**src/rtl/imem_dbg_port_arbiter.sv**
```systemverilog
// Arbitrates the instruction-RAM debug port B between the debug host (0) and the program loader (1).
// One transaction at a time: IDLE -> ISSUE -> (RDWAIT) -> RESP, with WE2 live only during ISSUE.
module imem_dbg_port_arbiter #(
    parameter int RR_EN = 1,
    parameter int AW    = 32
) (
    input  logic              clk,
    input  logic              rst_n,
    input  logic [1:0]        req_valid,
    input  logic [7:0]        req_we,
    input  logic [2*AW-1:0]   req_addr,
    input  logic [63:0]       req_wdata,
    output logic [1:0]        req_ready,
    output logic [1:0]        rsp_valid,
    output logic [31:0]       rsp_rdata,
    output logic              busy,
    output logic [AW-1:0]     A2,
    output logic [31:0]       WD2,
    output logic [3:0]        WE2,
    input  logic [31:0]       RD2
);

    typedef enum logic [1:0] {
        IDLE   = 2'd0,
        ISSUE  = 2'd1,
        RDWAIT = 2'd2,
        RESP   = 2'd3
    } state_t;

    state_t        state;
    state_t        state_nxt;
    logic          last_gnt;
    logic          owner;
    logic          winner;
    logic          grant;
    logic [AW-1:0] win_addr;
    logic [31:0]   win_wdata;
    logic [3:0]    win_we;

    always_comb begin
        winner = 1'b0;
        case (req_valid)
            2'b10:   winner = 1'b1;
            2'b11:   winner = (RR_EN != 0) ? ~last_gnt : 1'b0;
            default: winner = 1'b0;
        endcase

        // rst_n gates the grant so req_ready reads zero throughout reset
        grant     = rst_n && (state == IDLE) && (req_valid != 2'b00);
        req_ready = 2'b00;
        if (grant) begin
            req_ready[winner] = 1'b1;
        end

        win_addr  = winner ? req_addr[2*AW-1:AW] : req_addr[AW-1:0];
        win_wdata = winner ? req_wdata[63:32]    : req_wdata[31:0];
        win_we    = winner ? req_we[7:4]         : req_we[3:0];

        state_nxt = state;
        case (state)
            IDLE:    if (grant) state_nxt = ISSUE;
            ISSUE:   state_nxt = (WE2 != 4'h0) ? RESP : RDWAIT;
            RDWAIT:  state_nxt = RESP;
            RESP:    state_nxt = IDLE;
            default: state_nxt = IDLE;
        endcase

        rsp_valid = 2'b00;
        if (state == RESP) begin
            rsp_valid[owner] = 1'b1;
        end
        busy = (state != IDLE);
    end

    always_ff @(posedge clk or negedge rst_n) begin
        if (!rst_n) begin
            state     <= IDLE;
            A2        <= '0;
            WD2       <= 32'h0;
            WE2       <= 4'h0;
            owner     <= 1'b0;
            last_gnt  <= 1'b1;
            rsp_rdata <= 32'h0;
        end else begin
            state <= state_nxt;
            // Clearing WE2 on every non-grant edge confines it to the single ISSUE cycle
            if (grant) begin
                A2        <= win_addr;
                WD2       <= win_wdata;
                WE2       <= win_we;
                owner     <= winner;
                last_gnt  <= winner;
                rsp_rdata <= 32'h0;
            end else begin
                WE2 <= 4'h0;
            end
            if (state == RDWAIT) begin
                rsp_rdata <= RD2;
            end
        end
    end

endmodule

```
**config.mk**
```make
export PLATFORM = sky130hd
export DESIGN_NAME = imem_dbg_port_arbiter
export DESIGN_NICKNAME = d
export VERILOG_FILES = /design/src/rtl/imem_dbg_port_arbiter.sv
export SDC_FILE = /design/constraint.sdc
export NUM_CORES = 1
export LEC_CHECK = 0
export CORE_UTILIZATION = 37
export CTS_CLUSTER_SIZE = 10
export DETAILED_ROUTE_END_ITERATION = 8
export HOLD_SLACK_MARGIN = 0.02
export PLACE_DENSITY = 0.78
export SLEW_MARGIN = 20
export SYNTH_ARGS = -nofsm -noshare
export SYNTH_HDL_FRONTEND = slang
export SYNTH_SLANG_ARGS = --single-unit
```
**constraint.sdc**
```tcl
create_clock -name clk -period 1.9 [get_ports clk]
set_clock_uncertainty 0.05 [all_clocks]
set_input_delay 0.475 -clock clk [delete_from_list [all_inputs] [get_ports clk]]
set_output_delay 0.475 -clock clk [all_outputs]
set_load 0.01 [all_outputs]
```
==> qor.yml, run 1 <==
violations: "setup timing"
grt_pass1_wl_um: 22100
synth_cells: 397
cts_buffers: 9
swShare: 0.327
drt_iter0_drc: 243
antenna_found_initial: 1
synth-edff-count: 0
vias: 4328
gp_congestion: 0.794
finish.net_count: 843
grt_max_degree: 65
io_pins: 277
pwr-share-clk: 0.161
cap_violations: 0
synth.area.top_cells: "dfrtp_1 57%, a221o_1 14%, and3_1 8.9%"
cts_root_buffer: "clkbuf_16"
power_w: 0.0105
dp_hpwl_um: 10300
htree_levels: 3
finalWirelength_um: 14400
die_x_um: 113
tightest_slew_ns: 0.806
grt_use_total: 0.222
slew_headroom: 0.463
ys_seq_elements: 104
synth.most_common_cell: "dfrtp_1"
numPortBuffers: 276
maxSlewViolCount: 0
end_kind: "output port"
combPwrFrac: 0.479
synthArstFlopShare: 1.00
min_period_ns: 1.90
period_share: 1.00
cts_buffer_depth: 2
yosys.area.top_type: "dfrtp_1"
worstSetupPathType: "register to output port"
run_status: "finished, violations left"
firstDrtPassIters: 5
cts_tree: "yes"
synth_nets: 574
die_h_um: 113
grt_pass1_vias: 4435
drive_gt1_frac: 0.0790
ir_drop_mv: 0.593
final_antenna_net_count: 0
start_util: 0.379
power.switching_w: 0.00345
placed_cells: 800
rsz0062_at_grt: "yes"
worstPathArrival_ns: 1.38
via_per_inst: 5.28
clk_pin_slew_ns: 0.07
synth_common_cells: "103 x dfrtp_1, 66 x nand2_1, 65 x and3_1, 64 x a221o_1"
timing.final.ws_setup_ns: -0.00269
cts_hold_buf: 0
wire_per_inst_um: 17.6
crit_path_max_fanout: 4
grt_overflow: 0
synth_top_area_frac: 0.566
synthFlopType: "dfrtp_1"
final_cells: 819
hold_violations: 0
yosysSeqAreaShare: 0.572
syn_area_mm2: 0.00455
p_per_area_mw_per_mm2: 1370
dp_slack_ns: -0.590
dieArea_mm2: 0.0128
fmax_mhz: 526
synthToLayoutAreaGrowth_pct: 69.4
seqPwrFrac: 0.360
crit_required_ns: 1.37
clock_latency_ns: 0.33
core-area_mm2: 0.0120
syn_avg_cell_area_um2: 11.5
p_int_w: 0.00709
rows: 40
min-delay-path-class: "input pin to asynchronous set/reset pin"
yosys_warnings: 0
total_leakage_power_nw: 3.52
setup_violations: 1
clock-sinks: 104
synth.distinct_cells: 26
drc: 0
setup.worst_path.start_class: "register"
[critical path, cell delays in order (launching register included)]
cell,delay [ns]
dfrtp_1,0.39
inv_2,0.09
ha_4,0.16
and3_4,0.17
and2_4,0.14
buf_6,0.10
[cell type report]
type	count	area [µm²]
Antenna cell	1	2.50
Clock buffer	13	250
Clock inverter	3	17.5
Fill cell	988	4300
Inverter	3	11.3
Multi-Input combinational cell	250	1700
Sequential cell	104	2600
Tap cell	147	184
Timing Repair Buffer	298	2940
[worst paths after layout]
kind	cells after the start	startpoint	slack [ns]	to
max	5	state[0]	-0.003	req_ready[0]
max in group asynchronous	3	rst_n	0.49	state[0]
min	2	rst_n	0.04	A2[23]
min in group clk	1	owner	0.46	owner
min reg2reg	1	owner	0.46	owner
max reg2reg	5	last_gnt	0.10	WD2[17]
[metal layers]
metal  GRT usage  up-vias  routed length [µm]
met4      0.0798        0                 293
met2       0.403      194                7390
li1            -     2017                   -
met1       0.255     2092                5800
met3      0.0498       25                 949
met5           0        -                   0
[kinds of logic (layout without fill, tap and decap cells)]
logic type,Yosys count,count (layout),share of synthesized area
AOI/OAI and AO/OA,108,108,0.198
adders and majority gates,5,5,0.0137
buffers and inverters,43,317,0.0629
DFF,104,104,0.572
muxes,1,1,0.00247
other,0,1,0
and+or+nand+nor,136,136,0.151
[state kept, by name (all words and copies together) (netlist names)]
register / flops
last_gnt: 1
state: 2
A2: 32
WD2: 32
owner: 1
WE2: 4
rsp_rdata: 32
[what timing repair did]
action | CTS | global route
setup buffers | 0 | 2
resized for setup | 31 | 2
pin swaps | 2 | 1
setup endpoints to repair | 7 | 4
[per-stage QoR]
step | util | hold slack, ns | TNS, ns | instance area (µm²)
2_1_floorplan | - | 0.129 | 0 | 4550
5_1_grt | 0.642 | 0.0392 | -0.0585 | 7710
6_report | 0.642 | 0.0415 | -0.00269 | 7710
4_1_cts | 0.640 | 0.0315 | -0.0235 | 7690
3_5_place_dp | 0.618 | 0.389 | -26.14 | 7420
3_3_place_gp | 0.618 | 0.378 | -21.80 | 7420
[layout by cell type (no fill, tap or decap), types with 2 or more instances in the layout]
cell,synthesis,routed
a221o_1,64,64
buf_2,4,3
o21ai_0,15,15
a21o_1,2,2
nand2_1,66,66
clkinv_2,0,2
o21ai_1,18,18
clkdlybuf4s50_1,0,268
clkbuf_1,18,3
dlygate4sd2_1,0,2
and3_1,65,64
inv_2,0,2
ha_2,0,2
ha_1,5,2
a22o_1,4,4
clkbuf_16,0,9
dfrtp_1,103,103
buf_12,0,3
buf_4,2,21
[power by group through the flow]
| stage | registers, W | clock network (W) | logic, W |
|---|---|---|---|
| CTS | 0.00379 | 0.00174 | 0.00510 |
| global route | 0.00389 | 0.00184 | 0.00543 |
| finish | 0.00379 | 0.00170 | 0.00505 |
| detailed placement | 0.00378 | 0 | 0.00509 |
| global placement | 0.00377 | 0 | 0.00494 |
| floorplan | 0.00417 | 0 | 0.00177 |
No activity file was read; power rests on OpenSTA's default activity.
==> run 2, diff against run 1 <==
--- a/config.mk
+++ b/config.mk
@@ -8,6 +8,7 @@
 export CORE_UTILIZATION = 37
 export CTS_CLUSTER_SIZE = 10
 export DETAILED_ROUTE_END_ITERATION = 8
+export GPL_ROUTABILITY_DRIVEN = 0
 export HOLD_SLACK_MARGIN = 0.02
 export PLACE_DENSITY = 0.78
 export SLEW_MARGIN = 20
==> results of run 2 <==
The final DEF is identical to that of run 1; final timing and power are the same.
==> run 3, diff against run 2 <==
--- a/config.mk
+++ b/config.mk
@@ -10,6 +10,7 @@
 export DETAILED_ROUTE_END_ITERATION = 8
 export GPL_ROUTABILITY_DRIVEN = 0
 export HOLD_SLACK_MARGIN = 0.02
+export MAX_ROUTING_LAYER = met4
 export PLACE_DENSITY = 0.78
 export SLEW_MARGIN = 20
 export SYNTH_ARGS = -nofsm -noshare
==> run 3 against run 2 <==
Compared with the run above: the flow still finishes with violations (setup timing); fmax hardly changed; sequential power barely moved; register-to-register slack barely moved; critical path type unchanged; total power about the same; clock power barely moved; largest power group unchanged; clock-buffer cell count is the same.
==> qor.yml, run 3 (synthesis gave the netlist of run 1 again) <==
cts_root_buffer: "clkbuf_16"  # unchanged
drc: 0  # unchanged
power.switching_w: 0.00345  # about the same
cts_tree: "yes"  # unchanged
cts_buffer_depth: 2  # unchanged
clock-sinks: 104  # unchanged
clock_latency_ns: 0.33  # about the same
final_common_cell: "clkdlybuf4s50_1"  # unchanged
cts_buffers: 9  # unchanged
hold_violations: 0  # unchanged
largestRegisters: "A2 (32), WD2 (32), rsp_rdata (32)"  # unchanged
numPortBuffers: 276  # unchanged
slew_headroom: 0.464  # was 0.463
die_h_um: 113  # unchanged
violations: "setup timing"  # unchanged
p_per_area_mw_per_mm2: 1370  # about the same
drive_gt1_frac: 0.0790  # unchanged
seqPwrFrac: 0.360  # about the same
timing.final.ws_setup_ns: -0.00163  # was -0.00269 ns
swShare: 0.328  # was 0.327
core-area_mm2: 0.0120  # unchanged
antenna_found_initial: 1  # unchanged
worstSetupPathType: "register to output port"  # unchanged
start_util: 0.379  # unchanged
final_antenna_net_count: 0  # unchanged
cap_violations: 0  # unchanged
whs_ns: 0.0407  # was 0.0415 ns
wire_per_inst_um: 17.6  # about the same
maxSlewViolCount: 0  # unchanged
min-delay-path-class: "input pin to asynchronous set/reset pin"  # unchanged
pwr-share-clk: 0.161  # about the same
finalWirelength_um: 14400  # about the same
setup.worst_path.start_class: "register"  # unchanged
firstDrtPassIters: 4  # was 5
die_x_um: 113  # unchanged
synthToLayoutAreaGrowth_pct: 69.4  # unchanged
tightest_slew_ns: 0.804  # was 0.806 ns
via_per_inst: 5.32  # was 5.28
grt_max_degree: 65  # unchanged
end_kind: "output port"  # unchanged
run_status: "finished, violations left"  # unchanged
rows: 40  # unchanged
io_pins: 277  # unchanged
fmax_mhz: 526  # about the same
rsz0062_at_grt: "yes"  # unchanged
worstPathArrival_ns: 1.38  # about the same
cp-startpoint: "state[0]"  # unchanged
clk_pin_slew_ns: 0.07  # about the same
setup_violations: 1  # unchanged
period_share: 1.00  # about the same
total_leakage_power_nw: 3.52  # unchanged
crit_path_max_fanout: 4  # unchanged
grt_overflow: 0  # unchanged
dp_hpwl_um: 10300  # unchanged
num-fill-cells: 988  # unchanged
grt_pass1_wl_um: 22100  # about the same
combPwrFrac: 0.479  # about the same
grt_use_total: 0.229  # was 0.222
crit_required_ns: 1.37  # about the same
dp_slack_ns: -0.590  # unchanged
mostFrequentLayoutCells: "268 x clkdlybuf4s50_1, 103 x dfrtp_1, 66 x nand2_1"  # unchanged
p_int_w: 0.00709  # about the same
dieArea_mm2: 0.0128  # unchanged
drt_iter0_drc: 253  # was 243
ir_drop_mv: 0.593  # about the same
finish.net_count: 843  # unchanged
worstReg2RegStart: "last_gnt"  # unchanged
min_period_ns: 1.90  # about the same
htree_levels: 3  # unchanged
vias: 4356  # was 4,328
grt_pass1_vias: 4439  # was 4,435
-- run 3: cell counts in the layout (fill, tap and decap cells not counted) --
Identical to the previous run, type by type.
-- run 3: metal layers --
| metal | global-route usage | vias to the layer above | share of wire | routed length (µm) |
|---|---|---|---|---|
| met4 | 0.0798 | 0 | 0.021 | 309 |
| met3 | 0.0386 | 29 | 0.059 | 849 |
| met1 | 0.264 | 2099 | 0.41 | 5880 |
| met5 | - | - | 0 | 0 |
| met2 | 0.402 | 210 | 0.51 | 7360 |
| li1 | - | 2018 | - | - |
-- run 3: path summary, 6_finish.rpt --
path                                end  cells after the start  slack (ns)
max in group asynchronous      state[0]                      3        0.49
min reg2reg                       owner                      1        0.46
min                              A2[23]                      2        0.04
max                        req_ready[0]                      5      -0.002
max reg2reg                      A2[23]                      5        0.10
min in group clk                  owner                      1        0.46
-- run 3: area by class of cell --
type                    count  area, µm²  share of cell area
repair buffers            298       2940               0.382
flip-flops and latches    104       2600               0.337
multi-input cells         250       1700               0.221
clock buffers              13        250              0.0324
well taps                 147        184              0.0238
clock inverters             3       17.5             0.00227
inverters                   3       11.3             0.00146
diodes                      1       2.50            0.000324
-- run 3: timing repair --
action | CTS | global route
resized for setup | 31 | 2
pin swaps | 2 | 1
endpoints found under the setup margin | 7 | 4
buffers inserted | 0 | 2
hold buffers | 0 | 0
-- run 3: power by group through the flow --
stage / logic [W] / registers (W) / clock network (W)
finish: 0.00505 / 0.00379 / 0.00170
detailed placement: 0.00509 / 0.00378 / 0
global placement: 0.00494 / 0.00377 / 0
global route: 0.00543 / 0.00389 / 0.00184
floorplan: 0.00177 / 0.00417 / 0
CTS: 0.00510 / 0.00379 / 0.00174
-- run 3: critical path, cell delays in order, from the launching register on --
cell     delay [ns]
dfrtp_1        0.39
inv_2          0.09
ha_4           0.16
and3_4         0.17
and2_4         0.14
buf_6          0.10
-- run 3: per-stage QoR --
stage | TNS (ns) | area, µm² | total power, W | instances | utilization
CTS | -0.0235 | 7690 | 0.0106 | 816 | 0.640
finish | -0.00163 | 7710 | 0.0105 | 819 | 0.642
floorplan | 0 | 4550 | 0.00594 | 397 | -
global route | -0.0586 | 7710 | 0.0112 | 819 | 0.642
detailed placement | -26.14 | 7420 | 0.00887 | 800 | 0.618
global placement | -21.80 | 7420 | 0.00871 | 800 | 0.618
